==> config.mk <==
export PLATFORM = sky130hd
export DESIGN_NAME = muxn_registered_rr
export DESIGN_NICKNAME = d
export VERILOG_FILES = /design/src/rtl/cpu_pkg.sv /design/src/rtl/muxn_registered_rr_arbiter.sv /design/src/rtl/muxn_registered_rr.sv
export SDC_FILE = /design/constraint.sdc
export NUM_CORES = 1
export LEC_CHECK = 0
export ABC_AREA = 0
export CORE_ASPECT_RATIO = 0.7
export CORE_MARGIN = 4
export CORE_UTILIZATION = 41
export CTS_CLUSTER_SIZE = 28
export DETAILED_ROUTE_END_ITERATION = 10
export GPL_TIMING_DRIVEN = 0
export PLACE_DENSITY = 0.95
export SYNTH_ARGS = -nofsm -noshare
export SYNTH_HDL_FRONTEND = slang
export SYNTH_SLANG_ARGS = --single-unit
==> constraint.sdc <==
create_clock -name clk -period 5.5 [get_ports clk]
set_input_delay 1.1 -clock clk [delete_from_list [all_inputs] [get_ports clk]]
set_output_delay 1.1 -clock clk [all_outputs]
set_load 0.05 [all_outputs]
==> src/rtl/cpu_pkg.sv <==
// Shared CPU datapath types: mux operating mode for the registered
// source-select multiplexers.
package cpu_pkg;

    typedef enum logic {
        MUX_SEL = 1'b0,
        MUX_RR  = 1'b1
    } mux_mode_t;

endpackage

==> src/rtl/muxn_registered_rr_arbiter.sv <==
// Round-robin request arbiter: grants the first requesting channel found when
// scanning upward from ptr, wrapping modulo N.
module rr_arbiter #(
    parameter  int N     = 4,
    localparam int SEL_W = $clog2(N)
) (
    input  logic [N-1:0]     req,
    input  logic [SEL_W-1:0] ptr,
    output logic             grant_valid,
    output logic [SEL_W-1:0] grant_idx
);

    function automatic logic [SEL_W-1:0] wrap_idx(input logic [SEL_W-1:0] base, input int offset);
        int sum;
        sum = int'(base) + offset;
        sum = (sum >= N) ? (sum - N) : sum;
        return SEL_W'(sum);
    endfunction

    logic [SEL_W-1:0] cand_s;

    // Scan from the farthest offset down so the closest requester to ptr wins.
    always_comb begin
        grant_valid = 1'b0;
        grant_idx   = '0;
        cand_s      = '0;
        for (int k = N - 1; k >= 0; k--) begin
            cand_s      = wrap_idx(ptr, k);
            grant_idx   = req[cand_s] ? cand_s : grant_idx;
            grant_valid = grant_valid | req[cand_s];
        end
    end

endmodule

==> src/rtl/muxn_registered_rr.sv <==
// N-channel registered multiplexer with valid/ready handshakes, selectable
// between explicit channel select and round-robin arbitration.
module muxn_registered_rr
    import cpu_pkg::*;
#(
    parameter  int WIDTH = 8,
    parameter  int N     = 4,
    localparam int SEL_W = $clog2(N)
) (
    input  logic               clk,
    input  logic               rst,
    input  logic               wr_en,
    input  logic               mode,
    input  logic [SEL_W:0]     sel,
    input  logic [N*WIDTH-1:0] in_data,
    input  logic [N-1:0]       in_valid,
    output logic [N-1:0]       in_ready,
    output logic [WIDTH-1:0]   out,
    output logic               out_valid,
    input  logic               out_ready,
    output logic [SEL_W-1:0]   out_src,
    output logic               sel_err
);

    logic               mode_rr_s;
    logic               sel_in_range_s;
    logic [SEL_W-1:0]   sel_idx_s;
    logic               rr_valid_s;
    logic [SEL_W-1:0]   rr_idx_s;
    logic               grant_valid_s;
    logic [SEL_W-1:0]   grant_idx_s;
    logic [WIDTH-1:0]   grant_data_s;
    logic [SEL_W-1:0]   ptr_next_s;
    logic               space_s;
    logic               load_s;
    logic               sel_err_s;
    logic [N-1:0]       in_ready_s;

    logic [WIDTH-1:0]   out_r;
    logic               out_valid_r;
    logic [SEL_W-1:0]   out_src_r;
    logic               sel_err_r;
    logic [SEL_W-1:0]   rr_ptr_r;

    assign mode_rr_s      = (mux_mode_t'(mode) == MUX_RR);
    assign sel_in_range_s = (sel < (SEL_W + 1)'(N));
    assign sel_idx_s      = sel[SEL_W-1:0];

    rr_arbiter #(.N(N)) u_arb (
        .req         (in_valid),
        .ptr         (rr_ptr_r),
        .grant_valid (rr_valid_s),
        .grant_idx   (rr_idx_s)
    );

    // Choose the granted channel from either the explicit select or the arbiter.
    always_comb begin
        grant_valid_s = 1'b0;
        grant_idx_s   = '0;
        if (mode_rr_s) begin
            grant_valid_s = rr_valid_s;
            grant_idx_s   = rr_idx_s;
        end else begin
            grant_valid_s = sel_in_range_s & in_valid[sel_idx_s];
            grant_idx_s   = sel_idx_s;
        end
    end

    assign space_s    = ~out_valid_r | out_ready;
    assign load_s     = wr_en & space_s & grant_valid_s;
    assign sel_err_s  = ~mode_rr_s & ~sel_in_range_s & wr_en & space_s;
    assign ptr_next_s = (grant_idx_s == SEL_W'(N - 1)) ? '0 : grant_idx_s + SEL_W'(1);

    // One-hot accept on the granted channel and the matching data word.
    always_comb begin
        in_ready_s   = '0;
        grant_data_s = '0;
        for (int i = 0; i < N; i++) begin
            in_ready_s[i] = load_s & (grant_idx_s == SEL_W'(i));
            grant_data_s  = grant_data_s
                          | (in_data[i*WIDTH +: WIDTH] & {WIDTH{grant_idx_s == SEL_W'(i)}});
        end
    end

    // Output register, error pulse and round-robin pointer.
    always_ff @(posedge clk or negedge rst) begin
        if (!rst) begin
            out_r       <= '0;
            out_valid_r <= 1'b0;
            out_src_r   <= '0;
            sel_err_r   <= 1'b0;
            rr_ptr_r    <= '0;
        end else begin
            sel_err_r <= sel_err_s;
            if (load_s) begin
                out_r       <= grant_data_s;
                out_src_r   <= grant_idx_s;
                out_valid_r <= 1'b1;
                rr_ptr_r    <= mode_rr_s ? ptr_next_s : rr_ptr_r;
            end else if (out_ready) begin
                out_valid_r <= 1'b0;
            end else begin
                out_valid_r <= out_valid_r;
            end
        end
    end

    assign in_ready  = in_ready_s;
    assign out       = out_r;
    assign out_valid = out_valid_r;
    assign out_src   = out_src_r;
    assign sel_err   = sel_err_r;

endmodule

# Word level (Yosys, flattened, before mapping)
# Index checks and enable logic that the tools add are counted.
# op_classes
addsub	8
n_lt_le_gt_ge	10
eq_ne	3
muxes	23
bitwise_logic	24
reduce_logical	3
# ops
operator	count
$and A8 B8 Y8	4
$or A8 B8 Y8	3
$mux W2	10
$lt A2 B3 Y1 const B	5
$and A1 B1 Y1	10
$bmux W1 S2	5
$ge A3 B3 Y1 const B	3
$mux W1	8
$sub A2 B1 Y2 const B	4
$add A2 B2 Y3 const B	2
$eq A2 B2 Y1 const B	2
$or A1 B1 Y1	4
$add A2 B1 Y3 const B	1
$ge A2 B3 Y1 const B	1
$lt A3 B3 Y1 const B	1
$not A1 Y1	3
$add A2 B1 Y2 const B	1
$eq A2 B1 Y1 const B	1
$logic_not A2 Y1	1
$reduce_and A2 Y1	1
$reduce_bool A2 Y1	1
# totals
register_bits	14
in_bits	44
out_inout_bits	16
wordCells	76

# Logic depth before layout (Yosys ltp)
# Gate-level depths: netlist of run 1.
# depth
word_depth	15
mapped_depth	10
ltp_nobuf	8

# Hierarchy
# Synthesis of run 1 repeated with hierarchy kept, for this count alone.
# unflattened
hier_cells	94
hier_area_um2	950.9
# modules_own_cells
module	instances	cells_each	area_per_inst_um2	seq_area_each_um2
muxn_registered_rr	1	79	869.6	350.3
rr_arbiter	1	15	81.3	0.0

# Least setup slack after synthesis of run 1
# Ideal clock, no wire load.
# synth_path
kind	input port to output port
start	input mode
end	output in_ready[1]
arrival_ps	2796
required_time_ps	4400
slack_ps	1604
cell_stages	7
path_buffers	2
cell_sequence	clkbuf_1 > nor2b_1 > nor4_1 > or2_2 > ha_1 > buf_1 > and2_1
# synth_via
elab_chain_len	3
word_cells_on_any_way	5
classes_between	eq/ne (1); mux (2); bitwise (2)
# synth_rtl
element	line	rtl
from (decl)	muxn_registered_rr.sv:13	input logic mode,
$mux W2 or $mux W1 (tied branches)	muxn_registered_rr.sv:60	if (mode_rr_s) begin
$eq A2 B1 Y1 or $and A1 B1 Y1 (tied branches)	muxn_registered_rr.sv:79, muxn_registered_rr.sv:70	
$and A1 B1 Y1 *	muxn_registered_rr.sv:79	in_ready_s[i] = load_s & (grant_idx_s == SEL_W'(i));
to (decl)	muxn_registered_rr.sv:17	output logic [N-1:0] in_ready,
# Mark *: on every way between the ends. The rest lies on a longest branch, timed or not.

# Final worst setup path of run 1
# layout_path
start	input in_valid[0]
end	output in_ready[0]
# layout_via
elab_chain_len	9
word_cells_on_any_way	23
classes_between	mux (16); bitwise (6); reduce/logical (1)
# layout_rtl
element	line	rtl
from (decl)	muxn_registered_rr.sv:16	input logic [N-1:0] in_valid,
$bmux W1 S2	muxn_registered_rr_arbiter.sv:29, muxn_registered_rr_arbiter.sv:30	
$mux W1 (implied by the code)	muxn_registered_rr_arbiter.sv:29, muxn_registered_rr_arbiter.sv:30	
$mux W2 (4 in a row)	muxn_registered_rr_arbiter.sv:29	grant_idx = req[cand_s] ? cand_s : grant_idx;
$mux W2	muxn_registered_rr.sv:60	
$logic_not A2 Y1	muxn_registered_rr.sv:79	
$and A1 B1 Y1 *	muxn_registered_rr.sv:79	
# Mark *: on every way between the ends. The rest lies on a longest branch, timed or not. The select of a mux whose other input is x is not followed.

==> results of run 1 <==
[sequential cells by signal, summed over array words and instances (netlist names)]
signal     cells
out            8
out_src        2
out_valid      1
rr_ptr_r       2
sel_err        1
[through the flow]
step	setup slack, ns	utilization [%]
2_1_floorplan	1.604	-
3_3_place_gp	0.4104	68.37
3_5_place_dp	0.2613	68.37
4_1_cts	0.2837	70.03
5_1_grt	0.1392	70.03
6_report	0.2628	70.03
[logic make-up after synthesis]
| family | Yosys count |
|---|---|
| fa+ha+maj | 4 |
| flops | 14 |
| mux | 10 |
| compound gates | 37 |
| simple gates | 37 |
| buf+inv | 12 |
[routing by layer]
metal	routed length (um)	vias to the layer above	track usage [%]
li1	-	546	-
met2	1889	47	36.39
met3	184	8	4.912
met4	63	0	5.519
met5	0	-	0
met1	1348	554	21.79
[cell type report]
class | instances | area share, %
Timing Repair Buffer | 58 | 33.21
Tap cell | 34 | 2.434
Buffer | 8 | 2.649
Clock buffer | 3 | 2.362
Multi-Input combinational cell | 88 | 38.44
Inverter | 4 | 0.8590
Sequential cell | 14 | 20.04
[power groups by stage]
stage / combinational (W) / clock, W / sequential (W)
2_1_floorplan: 0.000161 / 0 / 0.000297
4_1_cts: 0.000435 / 0.0000836 / 0.000178
3_3_place_gp: 0.000420 / 0 / 0.000175
3_5_place_dp: 0.000433 / 0 / 0.000180
6_report: 0.000435 / 0.0000813 / 0.000178
5_1_grt: 0.000458 / 0.0000894 / 0.000185
[worst reg2reg max path: stages, from the launching register on]
cell	delay, ns
dfrtp_1	0.43
a21boi_0	0.17
a211oi_1	0.09
o221a_2	0.30
or2_2	0.32
ha_1	0.21
clkbuf_1	0.23
a22oi_1	0.23
nand2_1	0.08
mux2_2	0.27
[layout by cell type, fill, tap and decap left out, types with 2 or more instances in the layout]
cell and n:
inv_1 4, a211oi_1 2, nor3b_1 2, and2_1 4
clkbuf_1 4, dfrtp_1 14, a21oi_1 2, mux2_4 6
mux2_2 3, o21ai_0 5, clkdlybuf4s50_1 58, ha_1 4
nand2b_1 4, a22oi_1 16, clkbuf_8 3, nor2_1 5
o31ai_1 3, buf_6 2, or2_2 3, nand2_1 12
nor2b_1 2
[path summary, 6_finish.rpt]
path	to	slack (ns)	depth (start not counted)	start
max in group asynchronous	out_valid	3.80	1	rst
worst min register to register	out[2]	0.51	1	out[2]
min in group asynchronous	out[5]	1.27	1	rst
worst max register to register	out[1]	3.05	9	rr_ptr_r[1]
worst max-delay path	in_ready[0]	0.26	9	in_valid[0]
worst min-delay path	out[2]	0.51	1	out[2]
==> flow_metrics.tcl, run 1 <==
set metrics [dict create \
    drtPass1Iterations 4 \
    synth_flop_cell "dfrtp_1" \
    core-area_mm2 0.002496 \
    multi_input_area_um2 671.9 \
    power.internal_w 0.0003761 \
    synth_seq_cells 14 \
    hp-class "reg -> reg" \
    grt_pass1_wl_um 5395 \
    irDropWorstVdd_v 0.0002570 \
    clockPowerShare_pct 11.7 \
    clock-skew-final_ns 0.008472 \
    synth-compound-area-share_pct 25.75 \
    synth_top_family_by_area "compound AO/OA/AOI/OAI gates" \
    grt_antenna_before_repair 0 \
    syn_area_per_cell_um2 9.505 \
    cts_root_buf "clkbuf_8" \
    max_slew_margin_pct 55.26 \
    port-buffer-count 58 \
    synth_top_area_share_pct 32.33 \
    ys_seq_area_share_pct 32.33 \
    setup_violations 0 \
    path_clk_slew_ns 0.05 \
    cts_resized 0 \
    diodes 0 \
    synth_area_mm2 0.001084 \
    syn-num-nets 162 \
    path_buf_inv 3 \
    yosys.area.top_type "dfrtp_1" \
    final_hold_viol_count 0 \
    die_area_mm2 0.003542 \
    worst_pin_slew_ns 0.6691 \
    critical-path-top-delay-family "buffers and inverters" \
    ys_top_cells_by_count "a22oi_1 (16), dfrtp_1 (14), nand2_1 (12)" \
    synth_warnings 0 \
    slowest_delay_ns 0.81 \
    synth_edf_count 0 \
    drc_errors 0 \
    dp_cells 206 \
    fin_area_mm2 0.001748 \
    htreeDepth 1 \
    period_minus_slack_ns 5.237 \
    finalWeightedCongestion 0.8493 \
    netlist_instances 114 \
    vias 1155 \
    hpwl_um 2880 \
    clock.fmax_ghz 0.1909 \
    hold_ws_ns 0.5131 \
    cp_data_required_time_ns 4.40 \
    grt_max_degree 15 \
    path_cells "clkdlybuf4s50_1 -> nand2_1 -> or3_1 -> a31oi_1 -> or2_2 -> ha_1 -> clkbuf_1 -> and2_1 -> clkdlybuf4s50_1" \
    postCtsHoldBufs 0 \
    final_cell_count_no_fill 209 \
    postCtsSetupBuffers 0 \
    clk_latency_ns 0.24 \
    synth.most_common_cell "a22oi_1" \
    grt_pass1_vias 1146 \
    status "complete, no violations" \
    crit_path_start_kind "input pin" \
    power.switching_w 0.0003185 \
    nNetsFinal 225 \
    min_period_over_period_pct 95.22 \
    p_seq_share_pct 25.6 \
    worstSetupEndpointType "output pin" \
    die_width_um 69.45 \
    cts_buffers 3 \
    power_per_cell_area_mw_per_mm2 397.4 \
    async_flop_share_pct 100.0 \
    rsz0062_at_grt "no" \
    clock_path_buffers 2 \
    vias_per_cell 5.526 \
    syn2layout_area_growth_pct 61.32 \
    drive_above_1_share_pct 13.14 \
    p_comb_share_pct 62.7 \
    synthAdderAreaFrac_pct 4.619 \
    drt-initial-drc-count 72 \
    wire_per_inst_um 16.68 \
    clkSinkCount 14 \
    cts_tree "built" \
    rows 15 \
    postPlaceCellArea_mm2 0.001707 \
    crit_path_frequent_cell "clkdlybuf4s50_1" \
    power_w 0.0006946 \
    seqCellArea_um2 350.3 \
    drv_slew 0 \
    yosys.area_share.simple_pct 18.13 \
    fill_cells 169 \
    crit_path_top_delay_cell "clkdlybuf4s50_1" \
    grt_usage_pct 19.33 \
    critical_path_class "in -> out" \
    num_io_pins 60 \
    p_sw_share_pct 45.85 \
    synth_xor_xnor_area_share_pct 0 \
    synth_cell_types 36 \
    crit_fanout 9 \
    synth.area.top_cells "dfrtp_1 (32%), a22oi_1 (11%), mux2_4 (8.3%)" \
    finalSetupTns_ns 0 \
    maxCapViolCount 0 \
    initial_core_util_pct 43.41 \
    grt_remaining_overflow 0 \
    crit_arrival_ns 4.14 \
    muxShareOfSynthArea_pct 13.51 \
    p_leak_nw 0.7265 \
    totalWireLength_um 3486 \
    ant_nets 0 \
    dieHeight_um 51.01 \
]
Power figures use the tool's default switching activity.
==> run 2, diff against run 1 <==
--- a/config.mk
+++ b/config.mk
@@ -9,10 +9,12 @@
 export CORE_ASPECT_RATIO = 0.7
 export CORE_MARGIN = 4
 export CORE_UTILIZATION = 41
+export CTS_CLUSTER_DIAMETER = 120
 export CTS_CLUSTER_SIZE = 28
 export DETAILED_ROUTE_END_ITERATION = 10
 export GPL_TIMING_DRIVEN = 0
 export PLACE_DENSITY = 0.95
+export SLEW_MARGIN = 5
 export SYNTH_ARGS = -nofsm -noshare
 export SYNTH_HDL_FRONTEND = slang
 export SYNTH_SLANG_ARGS = --single-unit
==> results of run 2 <==
No change in the layout: final DEF, timing and power equal those of run 1.
==> run 3, diff against run 2 <==
--- a/config.mk
+++ b/config.mk
@@ -14,7 +14,7 @@
 export DETAILED_ROUTE_END_ITERATION = 10
 export GPL_TIMING_DRIVEN = 0
 export PLACE_DENSITY = 0.95
-export SLEW_MARGIN = 5
+export REMOVE_ABC_BUFFERS = 1
 export SYNTH_ARGS = -nofsm -noshare
 export SYNTH_HDL_FRONTEND = slang
 export SYNTH_SLANG_ARGS = --single-unit
==> run 3 against run 2 <==
Compared with the run above:
- clock power rose by 22%
- fmax barely moved
- sequential power about the same
- non-clock buffer count down 7
==> flow_metrics.tcl, run 3 (synthesized netlist as in run 1, its figures left out) <==
set metrics [dict create \
    setup_violations 0 \
    core-area_mm2 0.002496 \
    crit_path_frequent_cell "clkdlybuf4s50_1" \
    status "complete, no violations" \
    cts_tree "built" \
    crit_path_start_kind "input pin" \
    drive_above_1_share_pct 12.43 \
    grt_pass1_vias 1070 \
    layout_common_cells "clkdlybuf4s50_1 (59), a22oi_1 (16), dfrtp_1 (14), nand2_1 (12), mux2_4 (6)" \
    worst_pin_slew_ns 0.6812 \
    p_leak_nw 0.7156 \
    port-buffer-count 59 \
    crit_arrival_ns 4.14 \
    fin_util_pct 69.12 \
    finalSetupTns_ns 0 \
    clock-skew-final_ns 0.002496 \
    power_per_cell_area_mw_per_mm2 410.2 \
    final_common_cell "clkdlybuf4s50_1" \
    p_comb_share_pct 60.7 \
    cts_resized 0 \
    hold_ws_ns 0.4925 \
    final_hold_viol_count 0 \
    drt-initial-drc-count 55 \
    worstReg2RegStart "rr_ptr_r[1]" \
    grt_remaining_overflow 0 \
    path_cells "clkdlybuf4s50_1 -> nand2_1 -> or3_1 -> a31oi_1 -> or2_2 -> ha_1 -> and2_1 -> clkdlybuf4s50_1" \
    worstSetupEndpointType "output pin" \
    postCtsSetupBuffers 0 \
    critical-path-top-delay-family "buffers and inverters" \
    ant_nets 0 \
    cts_root_buf "clkbuf_8" \
    path_clk_slew_ns 0.06 \
    min_path_cells 2 \
    grt_max_degree 15 \
    cp_data_required_time_ns 4.40 \
    diodes 0 \
    period_minus_slack_ns 5.238 \
    nNetsFinal 218 \
    largest_reg_flops 8 \
    grt_usage_pct 19.02 \
    cts_buffers 3 \
    die_width_um 69.45 \
    totalWireLength_um 3274 \
    worstHoldStart "out_valid" \
    clock_path_buffers 2 \
    power.switching_w 0.0003176 \
    initial_core_util_pct 43.41 \
    max_slew_margin_pct 54.54 \
    critical_path_class "in -> out" \
    crit_fanout 9 \
    postCtsHoldBufs 0 \
    path_buf_inv 2 \
    clk_latency_ns 0.24 \
    syn2layout_area_growth_pct 59.24 \
    p_seq_share_pct 25.3 \
    clockPowerShare_pct 14.0 \
    vias_per_cell 5.631 \
    power.internal_w 0.0003901 \
    grt_antenna_before_repair 0 \
    slowest_delay_ns 0.81 \
    num_io_pins 60 \
    clkSinkCount 14 \
    finalWeightedCongestion 0.7980 \
    grt_pass1_wl_um 5319 \
    hpwl_um 2575 \
    reg2regPathDepth 8 \
    irDropWorstVdd_v 0.0002763 \
    p_sw_share_pct 44.88 \
    rows 15 \
    maxCapViolCount 0 \
    crit_path_top_delay_cell "clkdlybuf4s50_1" \
    drv_slew 0 \
    power_w 0.0007077 \
    min_period_over_period_pct 95.23 \
    dieHeight_um 51.01 \
    clock.fmax_ghz 0.1909 \
    cp_num_cells 8 \
    hp-class "reg -> reg" \
    dp_cells 199 \
    vias 1143 \
    crit_start "in_valid[0]" \
    final_cell_count_no_fill 203 \
    drtPass1Iterations 4 \
    wire_per_inst_um 16.13 \
    htreeDepth 1 \
    rsz0062_at_grt "no" \
    die_area_mm2 0.003542 \
    drc_errors 0 \
]
==> run 3: cell types whose count changed in the layout (fill, tap and decap cells not counted) <==
cell	previous run	this run
buf_2	1	0
clkdlybuf4s50_1	58	59
clkbuf_8	3	4
buf_1	1	0
buf_6	2	0
clkbuf_1	4	0
==> run 3: power by group through the flow <==
stage	clock [W]	combinational, W	sequential, W
detailed placement	0	0.000427	0.000180
global placement	0	0.000416	0.000177
finish	0.0000991	0.000430	0.000179
global route	0.000107	0.000453	0.000186
floorplan	0	0.000156	0.000297
CTS	0.000101	0.000429	0.000180
==> run 3: cell type report <==
cell class,count,area [um2]
inverter,4,15.01
clock buffer,4,55.05
multi-input combinational,88,671.9
timing repair buffer,59,590.6
fill,196,770.7
tap,34,42.54
sequential,14,350.3
==> run 3: final timing paths <==
check,slack [ns],end
min in group asynchronous,1.24,out[6]
min reg2reg,0.49,out_valid
max in group asynchronous,3.87,out[1]
max,0.26,in_ready[1]
max reg2reg,2.97,out[6]
min,0.49,out_valid
==> run 3: worst register-to-register path, cell delays in order, from the launching register on <==
cell and delay [ns]:
dfrtp_1 0.44, inv_1 0.13, or3_1 0.40, a31oi_1 0.32, nor2_1 0.12, ha_1 0.33
a22oi_1 0.29, nand2_1 0.12, mux2_4 0.27
==> run 3: metrics by stage <==
step	cell area (um2)	setup slack, ns
2_1_floorplan	1037	1.843
3_3_place_gp	1670	0.4950
3_5_place_dp	1670	0.3837
4_1_cts	1725	0.3608
5_1_grt	1725	0.1069
6_report	1725	0.2625
==> run 3: per-layer routing <==
| metal | track usage [%] | routed length, um | vias up | part of all wire (%) |
|---|---|---|---|---|
| li1 | - | - | 533 | - |
| met1 | 23.77 | 1308 | 537 | 40 |
| met2 | 31.49 | 1624 | 71 | 50 |
| met3 | 7.466 | 327 | 2 | 10 |
| met4 | 3.571 | 13 | 0 | 0.40 |
| met5 | 0 | 0 | - | 0 |
